## src/rtl/btb_predictor_pkg.sv

```systemverilog
// Shared definitions for the branch target buffer: counter encodings and default table size.
package btb_predictor_pkg;

  localparam int BTB_ENTRY_BITS = 5;

  typedef enum logic [1:0] {
    CTR_SNT = 2'b00,
    CTR_WNT = 2'b01,
    CTR_WT  = 2'b10,
    CTR_ST  = 2'b11
  } ctr_e;

endpackage

```

## src/rtl/sat_counter2.sv

```systemverilog
// Next-state logic for one 2-bit saturating direction counter.
module sat_counter2
  import btb_predictor_pkg::*;
(
  input  ctr_e ctr,
  input  logic taken,
  input  logic force_strong,
  output ctr_e ctr_next
);

  always_comb begin
    ctr_next = ctr;
    if (force_strong) begin
      ctr_next = CTR_ST;
    end else if (taken) begin
      unique case (ctr)
        CTR_SNT: ctr_next = CTR_WNT;
        CTR_WNT: ctr_next = CTR_WT;
        CTR_WT:  ctr_next = CTR_ST;
        CTR_ST:  ctr_next = CTR_ST;
        default: ctr_next = ctr;
      endcase
    end else begin
      unique case (ctr)
        CTR_SNT: ctr_next = CTR_SNT;
        CTR_WNT: ctr_next = CTR_SNT;
        CTR_WT:  ctr_next = CTR_WNT;
        CTR_ST:  ctr_next = CTR_WT;
        default: ctr_next = ctr;
      endcase
    end
  end

endmodule

```

## src/rtl/btb_predictor.sv

```systemverilog
// IF-stage branch target buffer with 2-bit direction counters.
// Optional gshare indexing is enabled by defining BTB_GSHARE_EN.
module btb_predictor
  import btb_predictor_pkg::*;
#(
  parameter int ENTRY_BITS = BTB_ENTRY_BITS,
  parameter int TAG_BITS   = 30 - ENTRY_BITS
) (
  input  logic                  clk,
  input  logic                  reset,
  input  logic [31:0]           IF_pc,
  output logic [31:0]           pc_BTB,
  output logic [ENTRY_BITS-1:0] IF_pred_idx,
  input  logic                  update_valid,
  input  logic [ENTRY_BITS-1:0] update_idx,
  input  logic [31:0]           update_pc,
  input  logic                  update_taken,
  input  logic                  update_is_jump,
  input  logic [31:0]           update_target
);

  localparam int unsigned ENTRIES = 1 << ENTRY_BITS;

  logic                valid_q  [ENTRIES];
  logic [TAG_BITS-1:0] tag_q    [ENTRIES];
  logic [31:0]         target_q [ENTRIES];
  ctr_e                ctr_q    [ENTRIES];

  logic [ENTRY_BITS-1:0] lookup_idx;
  logic [TAG_BITS-1:0]   lookup_tag;
  logic                  lookup_hit;
  logic [TAG_BITS-1:0]   upd_tag;
  logic                  upd_hit;
  ctr_e                  ctr_next;

  // Index and alignment bits of update_pc are not needed: update_idx carries the index.
  logic unused_upd_bits;
  assign unused_upd_bits = ^update_pc[ENTRY_BITS+1:0];

`ifdef BTB_GSHARE_EN
  logic [ENTRY_BITS-1:0] ghr_q;
  assign lookup_idx = IF_pc[ENTRY_BITS+1:2] ^ ghr_q;
`else
  assign lookup_idx = IF_pc[ENTRY_BITS+1:2];
`endif

  assign lookup_tag  = IF_pc[31:ENTRY_BITS+2];
  assign IF_pred_idx = lookup_idx;

  // Reads come straight from the registers, so a same-cycle update is not seen (read-old).
  always_comb begin
    lookup_hit = !reset && valid_q[lookup_idx] && (tag_q[lookup_idx] == lookup_tag)
                 && ctr_q[lookup_idx][1];
    pc_BTB     = lookup_hit ? target_q[lookup_idx] : IF_pc + 32'd4;
  end

  assign upd_tag = update_pc[31:ENTRY_BITS+2];
  assign upd_hit = valid_q[update_idx] && (tag_q[update_idx] == upd_tag);

  sat_counter2 u_ctr (
    .ctr          (ctr_q[update_idx]),
    .taken        (update_taken),
    .force_strong (update_is_jump),
    .ctr_next     (ctr_next)
  );

  always_ff @(posedge clk) begin
    if (reset) begin
      for (int unsigned i = 0; i < ENTRIES; i++) begin
        valid_q[i] <= 1'b0;
        ctr_q[i]   <= CTR_WNT;
      end
    end else if (update_valid) begin
      if (upd_hit) begin
        ctr_q[update_idx] <= ctr_next;
        if (update_taken || update_is_jump) begin
          target_q[update_idx] <= update_target;
        end
      end else if (update_taken || update_is_jump) begin
        valid_q[update_idx]  <= 1'b1;
        tag_q[update_idx]    <= upd_tag;
        target_q[update_idx] <= update_target;
        ctr_q[update_idx]    <= update_is_jump ? CTR_ST : CTR_WT;
      end
    end
  end

`ifdef BTB_GSHARE_EN
  always_ff @(posedge clk) begin
    if (reset) begin
      ghr_q <= '0;
    end else if (update_valid && !update_is_jump) begin
      ghr_q <= {ghr_q[ENTRY_BITS-2:0], update_taken};
    end
  end
`endif

endmodule

```

## config.mk

```make
export PLATFORM = sky130hd
export DESIGN_NAME = btb_predictor
export DESIGN_NICKNAME = d
export VERILOG_FILES = /design/src/rtl/btb_predictor_pkg.sv /design/src/rtl/sat_counter2.sv /design/src/rtl/btb_predictor.sv
export SDC_FILE = /design/constraint.sdc
export NUM_CORES = 2
export LEC_CHECK = 0
export ABC_AREA = 0
export CAP_MARGIN = 20
export CORE_MARGIN = 1.5
export CORE_UTILIZATION = 55
export DETAILED_ROUTE_END_ITERATION = 7
export PLACE_DENSITY_LB_ADDON = 0.08
export SLEW_MARGIN = 15
export SYNTH_ARGS = -nofsm -noshare
export SYNTH_HDL_FRONTEND = slang
export SYNTH_HIERARCHICAL = 1
export SYNTH_SLANG_ARGS = --single-unit
```

## constraint.sdc

```tcl
create_clock -name clk -period 5.1 [get_ports clk]
set_input_delay 0.765 -clock clk [delete_from_list [all_inputs] [get_ports clk]]
set_output_delay 0.765 -clock clk [all_outputs]
set_load 0.05 [all_outputs]
```

==> impl_metrics.toml <==
[floorplanning]
start_util_pct = 55.47
die_area_sq_um = 153600
core-area_sq_um = 150000
die_w_um = 391.9
num_rows = 142
boundaryPins = 143
die_h_um = 391.9

[hold_path]
whs_path_depth = 2
hold-path-endpoint = "valid_q[6]"
worstHoldStart = "valid_q[6]"
hp-class = "flop to flop"

[worst_setup_path]
cp-end-kind = "output pin"
crit_fanout = 10
start_kind = "input port"
worstReg2RegStart = "tag_q[3][18]"
crit_type = "input port to output pin"
cp.arrival_ns = 4.67
worstPathRequired_ns = 4.34
r2r-end = "tag_q[29][6]"
ff2ff_path_depth = 12
r2r_setup_slack_ns = 0.65

[final_layout]
multi_input_area_sq_um = 24850
regArea_sq_um = 57340
stdcell_area_sq_um = 98400
drive_above_1_share_pct = 33.87
fin_cells = 6896
nFillCells = 10140
syn_to_final_growth_pct = 18.29
fin_util_pct = 65.62
nets = 4825

[synthesis]
netlist_instances = 4182
synth_fp_nets = 4289
ys.flop_type = "edfxtp_1"
ys_ff_latch = 1920
async_flop_share_pct = 0
synth_edf_count = 1888
syn-cell-area_sq_um = 83180
yosysWarnings = 6
ys_seq_area_share_pct = 68.93
ys_types = 86
avgSynthCellArea_sq_um = 19.89

[clock_tree]
cts_tree = "yes"
clk_path_buf_depth = 3
cts_hold_buf = 0
path_clk_slew_ns = 0.06
cts_root_buffer = "clkbuf_16"
numCtsBuffers = 192
cts_num_sinks = 1920
cts_max_level = 4
clk_latency_ns = 0.84

[routing]
drt_iter0_markers = 6036
drc = 1
vias = 47240
firstDrtPassIters = 8
dr.max_layer_used = "met5"
wl_met3_mm = 23.87
dr_wl_met2_mm = 123.6
wire_per_inst_um = 36.57
routedLengthMet1_mm = 93.41
vias_per_cell = 6.851
drt_wl_total_mm = 252.2
ant_nets = 0

[power]
p_sw_share_pct = 22.70
vdd_ir_drop_max_v = 0.0003004
combPwrFrac_pct = 8.3
clkPwrFrac_pct = 40.5
power.switching_uw = 7759
seqPwrFrac_pct = 51.2
intPower_uw = 26420
power_density_nw_per_um2 = 347.3
p_leak_uw = 0.03165

[status]
violations = "design-rule violations, negative setup slack"
status = "finished, violations left"

[timing]
hold_viol = 0
period_needed_ns = 5.437
setup_viol = 31
grt_setup_unrepaired = "true"
worst_pin_slew_ns = 1.097
maxSlewHeadroom_pct = 26.62
fmaxAchievable_mhz = 183.9
fin_crit_sh_pct = 106.6
setup_ws_ns = -0.3371
drv_slew = 0
clock_skew_ns = 0.02740

[global_route]
grt_pass1_wl_mm = 352.1
grt_pass1_vias = 47010
grt_start_max_net_pins = 99
antenna_found_initial = 10
overflow = 0
track_usage_pct = 33.14

[place]
post-place-ws_ns = -0.4856
dpl_cell_area_sq_um = 91510
hpwl_mm = 153.4
routabilityCongestion = 0.9249
port_buffers = 135
placed_cells = 6523

[flow_run]
cap_violations = 0
## worst max path at each step
stage	slack, ns	start	depth (start not counted)	end
floorplan	-0.42	update_idx[0]	12	tag_q[0][0]
global placement	-0.51	IF_pc[2]	14	pc_BTB[27]
finish	-0.34	IF_pc[2]	18	pc_BTB[29]
detailed placement	-0.49	IF_pc[2]	14	pc_BTB[18]
global route	-0.42	tag_q[19][23]	14	pc_BTB[23]
CTS	-0.46	tag_q[23][7]	14	pc_BTB[23]
## sequential cells by signal, indices dropped and copies added (netlist names)
register and count:
ctr_q 64, valid_q 32, target_q 1024, tag_q 800
## cells in the mapped netlist, types with 17 or more instances
cell	number	area, sq um
o211ai_1	39	292.8
mux4_2	666	15000
buf_6	28	315.3
xnor2_1	21	183.9
mux2i_1	259	2592
nand2_1	140	525.5
nor3_1	66	330.3
o22ai_1	33	206.5
o32ai_1	33	289.0
buf_2	109	545.5
buf_1	29	108.9
nor2_1	91	341.6
edfxtp_1	1888	56690
buf_4	36	270.3
and3_1	19	118.9
clkbuf_1	93	349.1
dfxtp_1	32	640.6
nand3_1	59	295.3
inv_1	40	150.1
a21oi_1	35	175.2
nor4_1	19	118.9
o2111ai_1	17	148.9
xor2_1	41	359.1
nand4_1	25	156.4
o21ai_0	21	105.1
mux2_2	23	259.0
a22oi_1	105	788.3
## layer usage
layer  up-vias  global-route usage [%]
met5         -                       0
met4        18                   13.14
met3       555                   6.530
met2      2781                   53.79
met1     24970                   44.56
li1      18920                       -
## power groups by stage
stage               logic, uW  registers, uW  clock network [uW]
floorplan                1460          17800                   0
global route             2960          17500               14600
finish                   2850          17500               13800
detailed placement       2760          17800                   0
global placement         2740          17800                   0
CTS                      2790          17500               14000
## layout make-up
class                   instances  area share, %
flip-flops and latches       1920          58.27
multi-input cells            1922          25.26
repair buffers                639          7.480
clock buffers                 226          5.056
well taps                    2016          2.564
clock inverters               128          1.199
inverters                      43         0.1717
diodes                          2       0.005086
## kinds of logic (layout without fill, tap and decap cells)
logic type,count (synthesis),in the layout,share of synthesized area (%)
adder cells (fa/ha/maj),1,1,0.01504
XOR/XNOR,62,62,0.6528
buffers and inverters,340,1036,2.140
other,0,2,0
AO/OA/AOI/OAI,397,397,3.541
flip-flops,1920,1920,68.93
AND/OR/NAND/NOR,512,512,3.216
multiplexers,950,950,21.51
## metrics by stage
step                      setup TNS [ns]  hold WS [ns]  power, uW
after global placement            -27.29        0.4720      20550
after global routing              -11.38        0.5113      35030
after CTS                         -13.32        0.4914      34260
final                             -8.913        0.4925      34180
after floorplan                  -343.62        0.4527      19260
after detailed placement          -33.34        0.4790      20580
## what timing repair did
item | in CTS | in global routing
gates resized for setup | 46 | 31
gates cloned | 3 | 4
pin swaps | 5 | 4
setup endpoints to repair | 32 | 32
buffers inserted | 3 | 4
## cell usage in the layout (no fill, tap or decap), types with 21 or more instances in the layout
master           count
nor2_1              59
mux4_2             666
mux2i_1            241
a21oi_1             35
nand2_1            140
o32ai_1             33
nor3_1              30
a22oi_1            103
mux2_2              22
o22ai_1             32
buf_12             157
nor3_2              44
buf_4              352
clkinv_2            35
clkbuf_1            32
o211ai_1            39
inv_1               39
clkbuf_16          198
nand4_1             25
dfxtp_1             32
xnor2_1             21
nand3_1             58
edfxtp_1          1888
clkdlybuf4s50_1     95
nor2_4              29
xor2_1              39
clkinv_1            56
## worst max-delay path: stages
cell and delay, ns:
buf_8 0.13, buf_16 0.17, buf_6 0.18, buf_6 0.17
mux4_2 0.50, a22o_1 0.20, a2111oi_2 0.37, buf_4 0.18
a211oi_1 0.05, mux2i_1 0.27, and4_1 0.29, nand3_1 0.13
nor4_4 0.26, buf_6 0.16, buf_12 0.13, buf_16 0.17
mux2i_2 0.32, buf_12 0.18
Note: power is estimated with default switching activity, not from simulation.
